[config.mk]
export PLATFORM = sky130hd
export DESIGN_NAME = median_img_ctrl
export DESIGN_NICKNAME = d
export VERILOG_FILES = /design/src/rtl/median_pkg.sv /design/src/rtl/median_win_addr.sv /design/src/rtl/median_img_ctrl.sv
export SDC_FILE = /design/constraint.sdc
export NUM_CORES = 1
export LEC_CHECK = 0
export CORE_MARGIN = 4
export CORE_UTILIZATION = 40
export CTS_CLUSTER_DIAMETER = 120
export DETAILED_ROUTE_END_ITERATION = 8
export PLACE_DENSITY = 0.65
export SYNTH_ARGS = -nofsm -noshare
export SYNTH_HDL_FRONTEND = slang
export SYNTH_SLANG_ARGS = --single-unit
[constraint.sdc]
create_clock -name CLK -period 4.7 [get_ports CLK]
set_input_delay 0.94 -clock CLK [delete_from_list [all_inputs] [get_ports CLK]]
set_output_delay 0.94 -clock CLK [all_outputs]
set_load 0.1 [all_outputs]
[src/rtl/median_pkg.sv]
// Shared types and constants for the 3x3 median image sequencer.
//   state_t    : sequencer states
//   win_ofs_t  : (dy, dx) neighbour offset of one window beat
//   win_ofs()  : offset table for k = 0..8, row-major from (-1,-1) to (+1,+1)
package median_pkg;

    localparam int unsigned WIN_N       = 9;
    localparam int unsigned K_W         = 4;
    localparam int unsigned CENTRE_K    = 4;
    localparam int unsigned TMO_DEFAULT = 63;

    typedef enum logic [2:0] {
        ST_IDLE,
        ST_COPY_RD,
        ST_COPY_WR,
        ST_FETCH,
        ST_WAIT_MED,
        ST_WRITE,
        ST_NEXT,
        ST_FINISH
    } state_t;

    typedef enum logic [1:0] {
        OFS_M1,
        OFS_0,
        OFS_P1
    } ofs_t;

    typedef struct packed {
        ofs_t dy;
        ofs_t dx;
    } win_ofs_t;

    // Neighbour offset for window beat k.
    function automatic win_ofs_t win_ofs(input logic [K_W-1:0] k);
        win_ofs_t o;
        o = '{dy: OFS_0, dx: OFS_0};
        case (k)
            K_W'(0): o = '{dy: OFS_M1, dx: OFS_M1};
            K_W'(1): o = '{dy: OFS_M1, dx: OFS_0 };
            K_W'(2): o = '{dy: OFS_M1, dx: OFS_P1};
            K_W'(3): o = '{dy: OFS_0,  dx: OFS_M1};
            K_W'(4): o = '{dy: OFS_0,  dx: OFS_0 };
            K_W'(5): o = '{dy: OFS_0,  dx: OFS_P1};
            K_W'(6): o = '{dy: OFS_P1, dx: OFS_M1};
            K_W'(7): o = '{dy: OFS_P1, dx: OFS_0 };
            K_W'(8): o = '{dy: OFS_P1, dx: OFS_P1};
            default: o = '{dy: OFS_0,  dx: OFS_0 };
        endcase
        return o;
    endfunction

endpackage

[src/rtl/median_win_addr.sv]
// Window address generator: base pixel address plus the (dy, dx) offset of beat k,
// built from +/-IMG_W and +/-1 only.
//   base   : address of the window centre pixel
//   k      : window beat index 0..8
//   addr_c : combinational address of the neighbour pixel
module median_win_addr
    import median_pkg::*;
#(
    parameter int unsigned IMG_W  = 16,
    parameter int unsigned ADDR_W = 8
) (
    input  logic [ADDR_W-1:0] base,
    input  logic [K_W-1:0]    k,
    output logic [ADDR_W-1:0] addr_c
);

    localparam logic [ADDR_W-1:0] ROW_STEP = ADDR_W'(IMG_W);

    win_ofs_t              ofs;
    logic     [ADDR_W-1:0] row_addr;

    // Row step first, then column step.
    always_comb begin
        ofs      = win_ofs(k);
        row_addr = base;
        case (ofs.dy)
            OFS_M1:  row_addr = base - ROW_STEP;
            OFS_P1:  row_addr = base + ROW_STEP;
            default: row_addr = base;
        endcase
        addr_c = row_addr;
        case (ofs.dx)
            OFS_M1:  addr_c = row_addr - ADDR_W'(1);
            OFS_P1:  addr_c = row_addr + ADDR_W'(1);
            default: addr_c = row_addr;
        endcase
    end

endmodule

[src/rtl/median_img_ctrl.sv]
// Frame sequencer for the 3x3 median filter. Scans the image in raster order,
// copies border pixels straight through and streams each interior 3x3 window
// to the median core, writing its result (or the centre pixel on timeout).
//   CLK, nRST        : clock, async active-low reset
//   START/BUSY/DONE  : frame start pulse, busy level, end-of-frame pulse
//   ERR              : sticky median timeout flag
//   RADDR/RDATA      : source RAM, 1-cycle read latency
//   WADDR/WDATA/WE   : destination RAM write port
//   MED_DI/MED_DSI   : window data stream to the median core
//   MED_DO/MED_DSO   : median result and its valid pulse
module median_img_ctrl
    import median_pkg::*;
#(
    parameter int unsigned width  = 8,
    parameter int unsigned IMG_W  = 16,
    parameter int unsigned IMG_H  = 16,
    parameter int unsigned ADDR_W = 8,
    parameter int unsigned TMO    = TMO_DEFAULT
) (
    input  logic              CLK,
    input  logic              nRST,
    input  logic              START,
    output logic              BUSY,
    output logic              DONE,
    output logic              ERR,
    output logic [ADDR_W-1:0] RADDR,
    input  logic [width-1:0]  RDATA,
    output logic [ADDR_W-1:0] WADDR,
    output logic [width-1:0]  WDATA,
    output logic              WE,
    output logic [width-1:0]  MED_DI,
    output logic              MED_DSI,
    input  logic [width-1:0]  MED_DO,
    input  logic              MED_DSO
);

    localparam int unsigned COL_W = (IMG_W > 1) ? $clog2(IMG_W) : 1;
    localparam int unsigned ROW_W = (IMG_H > 1) ? $clog2(IMG_H) : 1;
    localparam int unsigned TMO_W = (TMO > 0) ? $clog2(TMO + 1) : 1;

    state_t             state_q, state_d;
    logic [ROW_W-1:0]   row_q, row_d;
    logic [COL_W-1:0]   col_q, col_d;
    logic [ADDR_W-1:0]  addr_q, addr_d;
    logic [K_W-1:0]     k_q, k_d;
    logic [TMO_W-1:0]   tmo_q, tmo_d;
    logic [width-1:0]   centre_q, centre_d;
    logic               issue_q, issue_d;
    logic               dsi_q;
    logic               busy_q, busy_d;
    logic               done_q, done_d;
    logic               err_q, err_d;
    logic               we_q, we_d;
    logic [ADDR_W-1:0]  raddr_q, raddr_d;
    logic [ADDR_W-1:0]  waddr_q, waddr_d;
    logic [width-1:0]   wdata_q, wdata_d;

    logic [ROW_W-1:0]   adv_row;
    logic [COL_W-1:0]   adv_col;
    logic [ADDR_W-1:0]  adv_addr;
    logic               adv_border;
    logic               last_pix;

    logic [ADDR_W-1:0]  win_base;
    logic [K_W-1:0]     win_k;
    logic [ADDR_W-1:0]  win_addr_c;

    // Next raster position; the linear address simply increments, row wrap included.
    always_comb begin
        last_pix = (row_q == ROW_W'(IMG_H - 1)) && (col_q == COL_W'(IMG_W - 1));
        if (col_q == COL_W'(IMG_W - 1)) begin
            adv_col = '0;
            adv_row = row_q + ROW_W'(1);
        end else begin
            adv_col = col_q + COL_W'(1);
            adv_row = row_q;
        end
        adv_addr   = addr_q + ADDR_W'(1);
        adv_border = (adv_row == '0) || (adv_row == ROW_W'(IMG_H - 1)) ||
                     (adv_col == '0) || (adv_col == COL_W'(IMG_W - 1));
    end

    // In FETCH the generator looks one beat ahead; in NEXT it yields beat 0 of the next pixel.
    assign win_base = (state_q == ST_FETCH) ? addr_q : adv_addr;
    assign win_k    = (state_q == ST_FETCH) ? (k_q + K_W'(1)) : '0;

    median_win_addr #(
        .IMG_W  (IMG_W),
        .ADDR_W (ADDR_W)
    ) u_win_addr (
        .base   (win_base),
        .k      (win_k),
        .addr_c (win_addr_c)
    );

    // State and datapath registers.
    always_ff @(posedge CLK or negedge nRST) begin
        if (!nRST) begin
            state_q  <= ST_IDLE;
            row_q    <= '0;
            col_q    <= '0;
            addr_q   <= '0;
            k_q      <= '0;
            tmo_q    <= '0;
            centre_q <= '0;
            issue_q  <= 1'b0;
            dsi_q    <= 1'b0;
            busy_q   <= 1'b0;
            done_q   <= 1'b0;
            err_q    <= 1'b0;
            we_q     <= 1'b0;
            raddr_q  <= '0;
            waddr_q  <= '0;
            wdata_q  <= '0;
        end else begin
            state_q  <= state_d;
            row_q    <= row_d;
            col_q    <= col_d;
            addr_q   <= addr_d;
            k_q      <= k_d;
            tmo_q    <= tmo_d;
            centre_q <= centre_d;
            issue_q  <= issue_d;
            dsi_q    <= issue_q;
            busy_q   <= busy_d;
            done_q   <= done_d;
            err_q    <= err_d;
            we_q     <= we_d;
            raddr_q  <= raddr_d;
            waddr_q  <= waddr_d;
            wdata_q  <= wdata_d;
        end
    end

    // Next-state and register update logic.
    always_comb begin
        state_d  = state_q;
        row_d    = row_q;
        col_d    = col_q;
        addr_d   = addr_q;
        k_d      = k_q;
        tmo_d    = tmo_q;
        centre_d = centre_q;
        issue_d  = 1'b0;
        busy_d   = busy_q;
        done_d   = 1'b0;
        err_d    = err_q;
        we_d     = 1'b0;
        raddr_d  = raddr_q;
        waddr_d  = waddr_q;
        wdata_d  = wdata_q;

        case (state_q)
            ST_IDLE: begin
                // Pixel (0,0) is always a border pixel.
                if (START && !done_q) begin
                    busy_d  = 1'b1;
                    err_d   = 1'b0;
                    row_d   = '0;
                    col_d   = '0;
                    addr_d  = '0;
                    raddr_d = '0;
                    state_d = ST_COPY_RD;
                end
            end
            ST_COPY_RD: begin
                state_d = ST_COPY_WR;
            end
            ST_COPY_WR: begin
                we_d    = 1'b1;
                waddr_d = addr_q;
                wdata_d = RDATA;
                state_d = ST_NEXT;
            end
            ST_FETCH: begin
                // RDATA carries beat k-1 here, so the centre arrives at k = CENTRE_K+1.
                if (k_q == K_W'(CENTRE_K + 1)) begin
                    centre_d = RDATA;
                end
                if (k_q == K_W'(WIN_N - 1)) begin
                    tmo_d   = '0;
                    state_d = ST_WAIT_MED;
                end else begin
                    raddr_d = win_addr_c;
                    issue_d = 1'b1;
                    k_d     = k_q + K_W'(1);
                end
            end
            ST_WAIT_MED: begin
                if (MED_DSO) begin
                    we_d    = 1'b1;
                    waddr_d = addr_q;
                    wdata_d = MED_DO;
                    state_d = ST_WRITE;
                end else if (tmo_q == TMO_W'(TMO)) begin
                    err_d   = 1'b1;
                    we_d    = 1'b1;
                    waddr_d = addr_q;
                    wdata_d = centre_q;
                    state_d = ST_WRITE;
                end else begin
                    tmo_d = tmo_q + TMO_W'(1);
                end
            end
            ST_WRITE: begin
                state_d = ST_NEXT;
            end
            ST_NEXT: begin
                if (last_pix) begin
                    state_d = ST_FINISH;
                end else begin
                    row_d  = adv_row;
                    col_d  = adv_col;
                    addr_d = adv_addr;
                    if (adv_border) begin
                        raddr_d = adv_addr;
                        state_d = ST_COPY_RD;
                    end else begin
                        raddr_d = win_addr_c;
                        issue_d = 1'b1;
                        k_d     = '0;
                        state_d = ST_FETCH;
                    end
                end
            end
            ST_FINISH: begin
                done_d  = 1'b1;
                busy_d  = 1'b0;
                state_d = ST_IDLE;
            end
            default: begin
                state_d = ST_IDLE;
            end
        endcase
    end

    assign BUSY    = busy_q;
    assign DONE    = done_q;
    assign ERR     = err_q;
    assign RADDR   = raddr_q;
    assign WADDR   = waddr_q;
    assign WDATA   = wdata_q;
    assign WE      = we_q;
    assign MED_DSI = dsi_q;
    assign MED_DI  = RDATA;

endmodule
---- Word level (Yosys, flattened, before mapping) ----
Memory sizes are Yosys's and may differ from the RTL's.
Cells that the tools add are included.
word-level totals
  bits in registers ....................... 67
  ROM bits ................................ 64
  bits of input ports ..................... 20
  output and inout port bits .............. 37
  logic and storage cells ................. 132
  memories kept ........................... 1
memory list
  memory            depth  bits a word  rd ports  clocked after memory_dff  wr ports  line              RTL
  (name not given)  16     4            1         0                         0         median_pkg.sv:38  case (k)
cells by class
  add/sub/neg operators ................... 9
  equality and inequality tests ........... 25
  mux-type cells .......................... 53
  reduce and logical (&&, ||, !) cells .... 28
operators by type and width
  operator                                                                number
  8-bit 2-to-1 mux                                                        10
  8-bit one-hot mux with 2 select lines                                   5
  4-bit 2-to-1 mux                                                        9
  4-bit one-hot mux with 2 select lines                                   3
  8-bit one-hot mux with 3 select lines                                   1
  3-bit one-hot mux with 7 select lines                                   1
  4-bit equality test (second input constant)                             5
  6-bit 2-to-1 mux                                                        3
  8-bit by 1-bit adder with 8-bit output (second input constant)          2
  4-bit AND reduction                                                     4
  3-bit 2-to-1 mux                                                        5
  2-bit != test (second input constant)                                   7
  4-bit by 1-bit adder with 4-bit output (second input constant)          3
  3-bit equality test (second input constant)                             4
  6-bit one-hot mux with 2 select lines                                   1
  2-bit nonzero test                                                      6
  1-bit 2-to-1 mux                                                        10
  8-bit by 5-bit adder with 8-bit output (second input constant)          1
  4-bit zero test                                                         2
  1-bit one-hot mux with 2 select lines                                   4
  8-bit by 1-bit subtractor with 8-bit output (second input constant)     1
  8-bit by 5-bit subtractor with 8-bit output (second input constant)     1
  6-bit by 1-bit adder with 6-bit output (second input constant)          1
  3-bit by 2-bit equality test with 1-bit output (second input constant)  2
  other kinds (16)                                                        24

---- Longest topological paths before layout ----
Gate-level depths: netlist (run 1).
An unclocked memory read counts as a cell.
  depth in word-level cells ............... 10
  depth in mapped cells ................... 21
  gate-level depth less buffers ........... 20

---- Hierarchy ----
A second synthesis (run 1) with hierarchy kept.
unflattened totals
  cell total of the unflattened synthesis .. 473
  area, all modules ....................... 4,367.9 um^2
modules (own cells, without submodules)
  module           instances  cells each  area an instance (um^2)  sequential area each (um^2)
  median_img_ctrl  1          400         3,759.9                  1,676.6
  median_win_addr  1          73          608.1                    0.0

---- Worst setup path after synthesis (run 1) ----
OpenSTA, ideal clock, no wires.
  path type ............................... reg-to-reg
  start point ............................. reg state_q[2]
  end point ............................... reg raddr_q[6] (netlist: RADDR[6])
  setup time .............................. 0.138 ns
  arrival time ............................ 3.659 ns
  data required time ...................... 4.562 ns
  path slack .............................. 0.903 ns
  cell stages (with the launch flop) ...... 21
  buffers on the path ..................... 2
  clock period less this slack ............ 3.797 ns
  path through ............................ dfrtp_1 and3b_1 buf_2 buf_2 nand2_1 ha_1 nor2b_1 a41oi_1 nand3_1 o2bb2ai_2 nand2_1 inv_1 fa_1 nor2b_1 o21ai_0 a21boi_0 o21a_1 nor2_1 xnor2_1 a32oi_1 a31oi_1
on the way
  word-level cells in the longest chain between the ends .. 10
  elaborated cells between the ends (all ways) .. 25
  classes of those cells .................. add/sub: 4; eq/ne: 7; mux: 8; reduce/logical: 5; memory: 1
ends and longest elaborated chain
  item                                                                                                          line                                                                  RTL
  from (decl)                                                                                                   median_img_ctrl.sv:41                                                 state_t state_q, state_d;
  from (signal assigned)                                                                                        median_img_ctrl.sv:116                                                state_q <= state_d;
  3-bit by 2-bit equality test with 1-bit output                                                                median_img_ctrl.sv:84, median_img_ctrl.sv:85, median_img_ctrl.sv:153
  4-bit 2-to-1 mux                                                                                              median_img_ctrl.sv:85                                                 assign win_k = (state_q == ST_FETCH) ? (k_q + K_W'(1)) : '0;
  memory 16 x 4 bit                                                                                             n/a
  2-bit equality test / 2-bit zero test (equally long branches)                                                 median_win_addr.sv:26                                                 case (ofs.dy)
  8-bit one-hot mux with 2 select lines                                                                         median_win_addr.sv:26
  8-bit by 1-bit adder with 8-bit output / 8-bit by 1-bit subtractor with 8-bit output (equally long branches)  median_win_addr.sv:34, median_win_addr.sv:33
  8-bit one-hot mux with 2 select lines                                                                         median_win_addr.sv:32                                                 case (ofs.dx)
  8-bit 2-to-1 mux                                                                                              median_img_ctrl.sv:215                                                if (adv_border) begin
  8-bit 2-to-1 mux                                                                                              median_img_ctrl.sv:209                                                if (last_pix) begin
  8-bit one-hot mux with 3 select lines                                                                         median_img_ctrl.sv:153                                                case (state_q)
  to (signal assigned)                                                                                          median_img_ctrl.sv:129                                                raddr_q <= raddr_d;
  to (decl)                                                                                                     median_img_ctrl.sv:54                                                 logic [ADDR_W-1:0] raddr_q, raddr_d;
Parallel ways exist; a longest one is shown, timed or not. The select of a mux whose other input is x is not followed.
A chain may end at the register's enable or synchronous reset.

---- Final worst setup path (run 1) ----
  start point ............................. reg k_q[0]
  end point ............................... reg raddr_q[6] (netlist: RADDR[6])
on the way
  word-level cells in the longest chain between the ends .. 10
  elaborated cells between the ends (all ways) .. 18
  classes of those cells .................. add/sub: 3; eq/ne: 4; mux: 7; reduce/logical: 3; memory: 1
ends and longest elaborated chain
  item                                                                                                          line                                          RTL
  from (decl)                                                                                                   median_img_ctrl.sv:45                         logic [K_W-1:0] k_q, k_d;
  from (signal assigned)                                                                                        median_img_ctrl.sv:120                        k_q <= k_d;
  4-bit by 1-bit adder with 4-bit output                                                                        median_img_ctrl.sv:85
  4-bit 2-to-1 mux                                                                                              median_img_ctrl.sv:85
  memory 16 x 4 bit                                                                                             n/a
  2-bit equality test / 2-bit zero test (equally long branches)                                                 median_win_addr.sv:26
  8-bit one-hot mux with 2 select lines                                                                         median_win_addr.sv:26
  8-bit by 1-bit adder with 8-bit output / 8-bit by 1-bit subtractor with 8-bit output (equally long branches)  median_win_addr.sv:34, median_win_addr.sv:33
  8-bit one-hot mux with 2 select lines                                                                         median_win_addr.sv:32
  8-bit 2-to-1 mux                                                                                              median_img_ctrl.sv:215
  8-bit 2-to-1 mux                                                                                              median_img_ctrl.sv:209
  8-bit one-hot mux with 3 select lines                                                                         median_img_ctrl.sv:153
Parallel ways exist; a longest one is shown, timed or not. The select of a mux whose other input is x is not followed.

==> results of run 1 <==
==> synth_stat cells, drive strengths merged (2+ instances only) <==
master | count | share of area (%)
mux2 | 25 | 6.3
nand2 | 59 | 5.0
nor4bb | 2 | 0.45
xnor2 | 14 | 2.8
inv | 17 | 1.4
buf | 25 | 3.3
clkbuf | 9 | 0.79
o21a | 3 | 0.51
nand2b | 6 | 0.84
a31oi | 5 | 1.0
nand3 | 21 | 2.4
a21oi | 24 | 3.0
xor2 | 12 | 2.4
nor3 | 6 | 0.79
dfrtp | 67 | 38
a41oi | 4 | 0.79
or3 | 4 | 0.56
fa | 2 | 0.90
and2 | 4 | 0.56
ha | 20 | 5.6
nor2 | 37 | 3.3
a21o | 2 | 0.34
o31ai | 5 | 0.84
and3 | 7 | 1.1
a32oi | 2 | 0.39
nor2b | 6 | 0.84
nand3b | 5 | 0.84
nand4 | 2 | 0.28
o211ai | 2 | 0.34
a22oi | 3 | 0.51
o21ai | 52 | 6.0
o22ai | 2 | 0.28
mux2i | 15 | 3.4
==> critical path, delay by kind of cell (launching register included) <==
family / cells / cell delay, ps
flops: 1 / 490
fa+ha+maj: 3 / 1110
buf+inv: 2 / 200
xor+xnor: 1 / 110
compound gates: 7 / 1290
simple gates: 6 / 830
==> through the flow <==
step                power [uW]  setup slack, ps  instances
floorplan                 2656            902.8        490
global placement          3132            711.4        656
detailed placement        3162            589.1        656
CTS                       3699            567.2        672
global route              3929            143.4        672
finish                    3681            538.7        672
==> sequential cells by signal, summed over array words and instances, names as in the netlist <==
register / count
addr_q: 8
state_q: 3
tmo_q: 6
RADDR: 8
col_q: 4
BUSY: 1
issue_q: 1
ERR: 1
DONE: 1
WE: 1
centre_q: 8
WADDR: 8
k_q: 4
row_q: 4
MED_DSI: 1
WDATA: 8
==> power breakdown <==
group / total [uW] / switching, uW / internal, uW / leakage (uW)
logic: 2240 / 1520 / 713 / 0.00129
clock network: 524 / 248 / 276 / 0.000106
registers: 920 / 184 / 736 / 0.000867
==> cell families after synthesis <==
logic type	count (synthesis)	share of synthesized area, %
adders and majority gates	22	6.524
buffers and inverters	51	5.568
and+or+nand+nor	166	18.31
xor gates and xnor gates	26	5.118
DFF	67	37.68
AOI/OAI and AO/OA	118	17.10
muxes	40	9.702
==> how the worst max path moves through the flow <==
stage / start / end / cells after the start
4_1_cts: k_q[0] / RADDR[6] / 19
2_1_floorplan: state_q[2] / RADDR[6] / 20
3_3_place_gp: k_q[0] / RADDR[6] / 19
6_report: k_q[0] / RADDR[6] / 19
5_1_grt: k_q[0] / RADDR[6] / 18
3_5_place_dp: k_q[0] / RADDR[6] / 19
==> area by class of cell <==
| class | instances | area share, % |
|---|---|---|
| repair buffers | 60 | 10.84 |
| multi-input cells | 372 | 48.39 |
| inverters | 17 | 1.223 |
| clock buffers | 11 | 2.902 |
| well taps | 140 | 3.357 |
| flip-flops and latches | 67 | 32.13 |
| clock inverters | 5 | 1.151 |
==> layer usage <==
metal  vias up  GRT usage (%)  part of all wire (%)
met1      1777          24.93                    47
li1       1807              -                     -
met4         0          6.090                   1.4
met2        95          26.38                    46
met3        12          3.448                   6.1
met5         -              0                     0
==> key figures, run 1 <==
Yosys
  • Yosys reg bits: 67
  • Netlist cell types: 65
  • Average footprint of a synthesized cell: 9.080 um2
  • Post-synth top flop: dfrtp_1
  • Syn Inst Count: 490
  • Post-Syn Area: 4449 um2
  • Async SR Flop Fraction: 100.0%
  • Post-synth EDFFs: 0
  • Yosys warns: 0
  • Sequential share of the synthesized area: 37.68%
  • Net count after synthesis: 532

Worst setup path
  • Crit. End Element: register
  • CP Max Fanout: 8
  • CP max stage delay: 490 ps
  • Reg2reg end: RADDR[6]
  • WP data arrival: 4380 ps
  • CP Cell Sequence: inv_1 > ha_1 > nand2_1 > ha_1 > nor2b_1 > a41oi_1 > nand3_1 > o2bb2ai_2 > nand2_1 > inv_1 > fa_1 > nor2b_1 > o21ai_0 > a21boi_0 > o21a_1 > nor2_1 > xnor2_1 > a32oi_1 > a31oi_1
  • Critical Path Start Type: register
  • Launch point of the worst reg-to-reg path: k_q[0]
  • CP Class: reg -> reg
  • R2R cell count: 19
  • Critical-path top delay cell: dfrtp_1
  • Worst Path Required: 4910 ps
  • Reg2Reg Setup Slack: 540 ps

Routing
  • 1st-iter DRT viols: 208
  • Via count: 3691
  • Via/cell ratio: 5.493
  • Wirelength per Cell: 16.07 um
  • Total Wirelength: 10800 um
  • Drt drc: 0
  • DRT Pass-1 Iters: 5
  • Post-route ant nets: 0

Worst hold path
  • Startpoint of the worst hold path: issue_q
  • Worst Hold End: MED_DSI
  • WHS Path Cells: 0
  • Worst min path class: reg -> reg

Global route
  • Largest net degree at the start of global routing: 49
  • Grt ovf: 0
  • Initial antenna violation count: 0
  • First-pass GRT wire length: 18310 um
  • Vias in the first global route: 3589
  • GRT Util Overall: 17.45%

STA
  • Final setup violation count: 0
  • RSZ-0062 raised after global routing: false
  • Final min period: 4161 ps
  • Fmax: 240.3 MHz
  • Final Hold Vio Count: 0
  • Final-report max-slew violation count: 0
  • Fin Clk Skew: 17.27 ps
  • Final TNS setup: 0 ps
  • Fin Hold WS: 353.3 ps
  • Fin crit share: 88.54%
  • Worst Max-Slew Pin Slew: 1012 ps
  • Slew HR: 32.33%

Clocking
  • TritonCTS clock tree: yes
  • # Post-CTS Setup Buffers: 0
  • Number of clock sinks: 67
  • Clk pin slew, worst setup/hold paths: 90 ps
  • CTS HTree Levels: 3
  • Post-cts resize count: 0
  • Clk Tree Root Cell: clkbuf_8
  • Hold-fix buffers at CTS: 0
  • Clock Latency Late Sink: 360 ps
  • TritonCTS Buffers: 9
  • Deepest clock path buffer count: 2

Floorplanning
  • Core area: 10840 um2
  • Starting Density: 41.04%
  • Site Rows: 38
  • Die area: 12870 um2
  • Die Y: 113.5 um
  • Top Ports: 57
  • Die X: 113.5 um

Power
  • PwrDens: 705.5 nW/um2
  • Peak VDD IR: 0.0006077 V
  • Leakage power: 0.002263 uW

Run status
  • Status: completed

Job
  • Max-cap check violation count: 0

Placed design
  • Port Buffers: 56
  • Hpwl dp: 7762 um
  • Placed Area: 5006 um2
  • GP Congestion: 0.8158

Finish
  • Leading cell type in the layout, fill and taps excluded: dfrtp_1
  • Multi-input logic area: 2525 um2
  • Share of layout cells above drive strength 1: 13.16%
  • Synth-to-layout area growth: 17.27%
  • Diodes inserted: 0
  • Layout Utilization: 48.13%
  • Register area: 1677 um2
  • Commonest non-fill, non-tap cells in the layout: 67 x dfrtp_1, 59 x nand2_1, 48 x o21ai_0
  • Final non-filler cell area: 5218 um2
  • NumNets Final: 569
  • Layout filler cell count: 1044
No activity file was read; power rests on OpenSTA's default activity.
==> inputs of run 2 (changes only) <==
- clock period: 4.7 -> 5.15 ns (I/O delays scaled with it)
==> run 2 against run 1 <==
Net effect: via count down 1.4%; sequential share of layout area is 0.15 points lower; register-to-register slack better by 280 ps; clock skew is 11 ps lower; fmax is 4.0% lower; sequential power down 8.9%; die area unchanged; final cell count shrank 0.15%; critical path depth is the same; non-clock buffer count down 1; worst hold slack better by 3.8 ps.
==> key figures, run 2 (synthesis gave the netlist of run 1 again) <==
Global route
  • Largest net degree at the start of global routing: 68
  • First-pass GRT wire length: 17910 um
  • Vias in the first global route: 3638
  • Initial antenna violation count: 0
  • Grt ovf: 0
  • GRT Util Overall: 17.08%

Routing
  • Total Wirelength: 10510 um
  • Via count: 3638
  • Wirelength per Cell: 15.66 um
  • DRT Pass-1 Iters: 5
  • Drt drc: 0
  • Post-route ant nets: 0
  • Via/cell ratio: 5.422
  • 1st-iter DRT viols: 150

Worst hold path
  • Startpoint of the worst hold path: issue_q
  • Worst Hold End: MED_DSI
  • Worst min path class: reg -> reg
  • WHS Path Cells: 0

STA
  • Final setup violation count: 0
  • Final Hold Vio Count: 0
  • Final TNS setup: 0 ps
  • Fmax: 230.7 MHz
  • Worst Max-Slew Pin Slew: 1096 ps
  • Slew HR: 26.90%
  • Fin Clk Skew: 6.486 ps
  • Fin crit share: 84.16%
  • Final min period: 4334 ps
  • Final-report max-slew violation count: 0
  • RSZ-0062 raised after global routing: false
  • Fin Hold WS: 357.1 ps

Finish
  • Non-filler cells, final: 671
  • Register area: 1677 um2
  • Layout Utilization: 48.35%
  • Multi-input logic area: 2525 um2
  • NumNets Final: 568
  • Commonest non-fill, non-tap cells in the layout: 67 x dfrtp_1, 59 x nand2_1, 55 x clkdlybuf4s50_1
  • Share of layout cells above drive strength 1: 11.49%
  • Leading cell type in the layout, fill and taps excluded: dfrtp_1
  • Synth-to-layout area growth: 17.80%
  • Layout filler cell count: 1034
  • Final non-filler cell area: 5241 um2
  • Diodes inserted: 0

Placed design
  • GP Congestion: 0.8761
  • Inst Count DP: 655
  • Port Buffers: 56
  • Hpwl dp: 7448 um
  • Placed Area: 5019 um2

Power
  • Leakage power: 0.002255 uW
  • Peak VDD IR: 0.0006036 V
  • PwrDens: 643.3 nW/um2

Floorplanning
  • Die area: 12870 um2
  • Die X: 113.5 um
  • Core area: 10840 um2
  • Die Y: 113.5 um
  • Top Ports: 57
  • Starting Density: 41.04%
  • Site Rows: 38

Worst setup path
  • Critical Path Start Type: register
  • Launch point of the worst reg-to-reg path: state_q[0]
  • Worst Path Required: 5360 ps
  • CP Class: reg -> reg
  • Reg2Reg Setup Slack: 820 ps
  • CP Max Fanout: 17
  • WP data arrival: 4550 ps
  • R2R cell count: 19
  • Reg2reg end: RADDR[6]
  • Crit. End Element: register

Clocking
  • Clock Latency Late Sink: 350 ps
  • Deepest clock path buffer count: 2
  • Clk pin slew, worst setup/hold paths: 80 ps
  • Hold-fix buffers at CTS: 0
  • TritonCTS Buffers: 9
  • # Post-CTS Setup Buffers: 0
  • Clk Tree Root Cell: clkbuf_8
  • TritonCTS clock tree: yes
  • CTS HTree Levels: 3
  • Post-cts resize count: 0
  • Number of clock sinks: 67

Job
  • Max-cap check violation count: 0

Run status
  • Status: completed
## run 2: cell count changes in the layout (fill, tap and decap cells not counted), sizes merged
cell,previous run,this run
buf,13,4
bufinv,1,2
clkbuf,11,9
clkdlybuf4s50,47,55
inv,18,19
## run 2: critical path: stages, from the launching register on
cell and delay [ps]:
dfrtp_1 600, and3b_1 220, buf_4 230, nand2_1 130, ha_1 320, nor2b_1 130
a41oi_1 230, nand3_1 180, o2bb2ai_2 250, nand2_1 260, inv_1 100, fa_1 460
nor2b_1 110, o21ai_0 100, a21boi_0 260, o21a_1 150, nor2_1 50, xnor2_1 120
a32oi_1 190, a31oi_1 100
## run 2: worst max-delay path by stage
stage | start | endpoint | slack (ps) | depth (start not counted)
4_1_cts | state_q[0] | RADDR[6] | 840 | 19
5_1_grt | state_q[0] | RADDR[6] | 400 | 20
2_1_floorplan | state_q[2] | RADDR[6] | 1350 | 20
3_5_place_dp | state_q[0] | RADDR[6] | 860 | 19
6_report | state_q[0] | RADDR[6] | 820 | 19
3_3_place_gp | state_q[0] | RADDR[6] | 1010 | 20
## run 2: area by class of cell
cell class	count	share of cell area [%]
timing repair buffer	59	11.03
clock buffer	9	2.363
multi-input combinational	372	48.17
sequential	67	31.99
inverter	17	1.217
clock inverter	7	1.886
tap	140	3.342
## run 2: layer usage
layer / vias to the layer above / routed length, um / global-route usage [%]
li1: 1798 / - / -
met1: 1734 / 4925 / 23.93
met2: 93 / 4908 / 26.46
met3: 13 / 539 / 3.448
met4: 0 / 137 / 5.769
met5: - / 0 / 0
## run 2: report_power, final
group,internal (uW),switching [uW],total [uW]
registers,672,166,838
clock network,276,219,495
logic,649,1390,2040
total,1600,1780,3370
## run 2: per-stage QoR
step                      total power (uW)  worst slack (ps)
after CTS                             3394             837.4
final                                 3372             815.7
after floorplan                       2424              1353
after detailed placement              2879             858.0
after global placement                2857              1007
after global routing                  3608             396.3
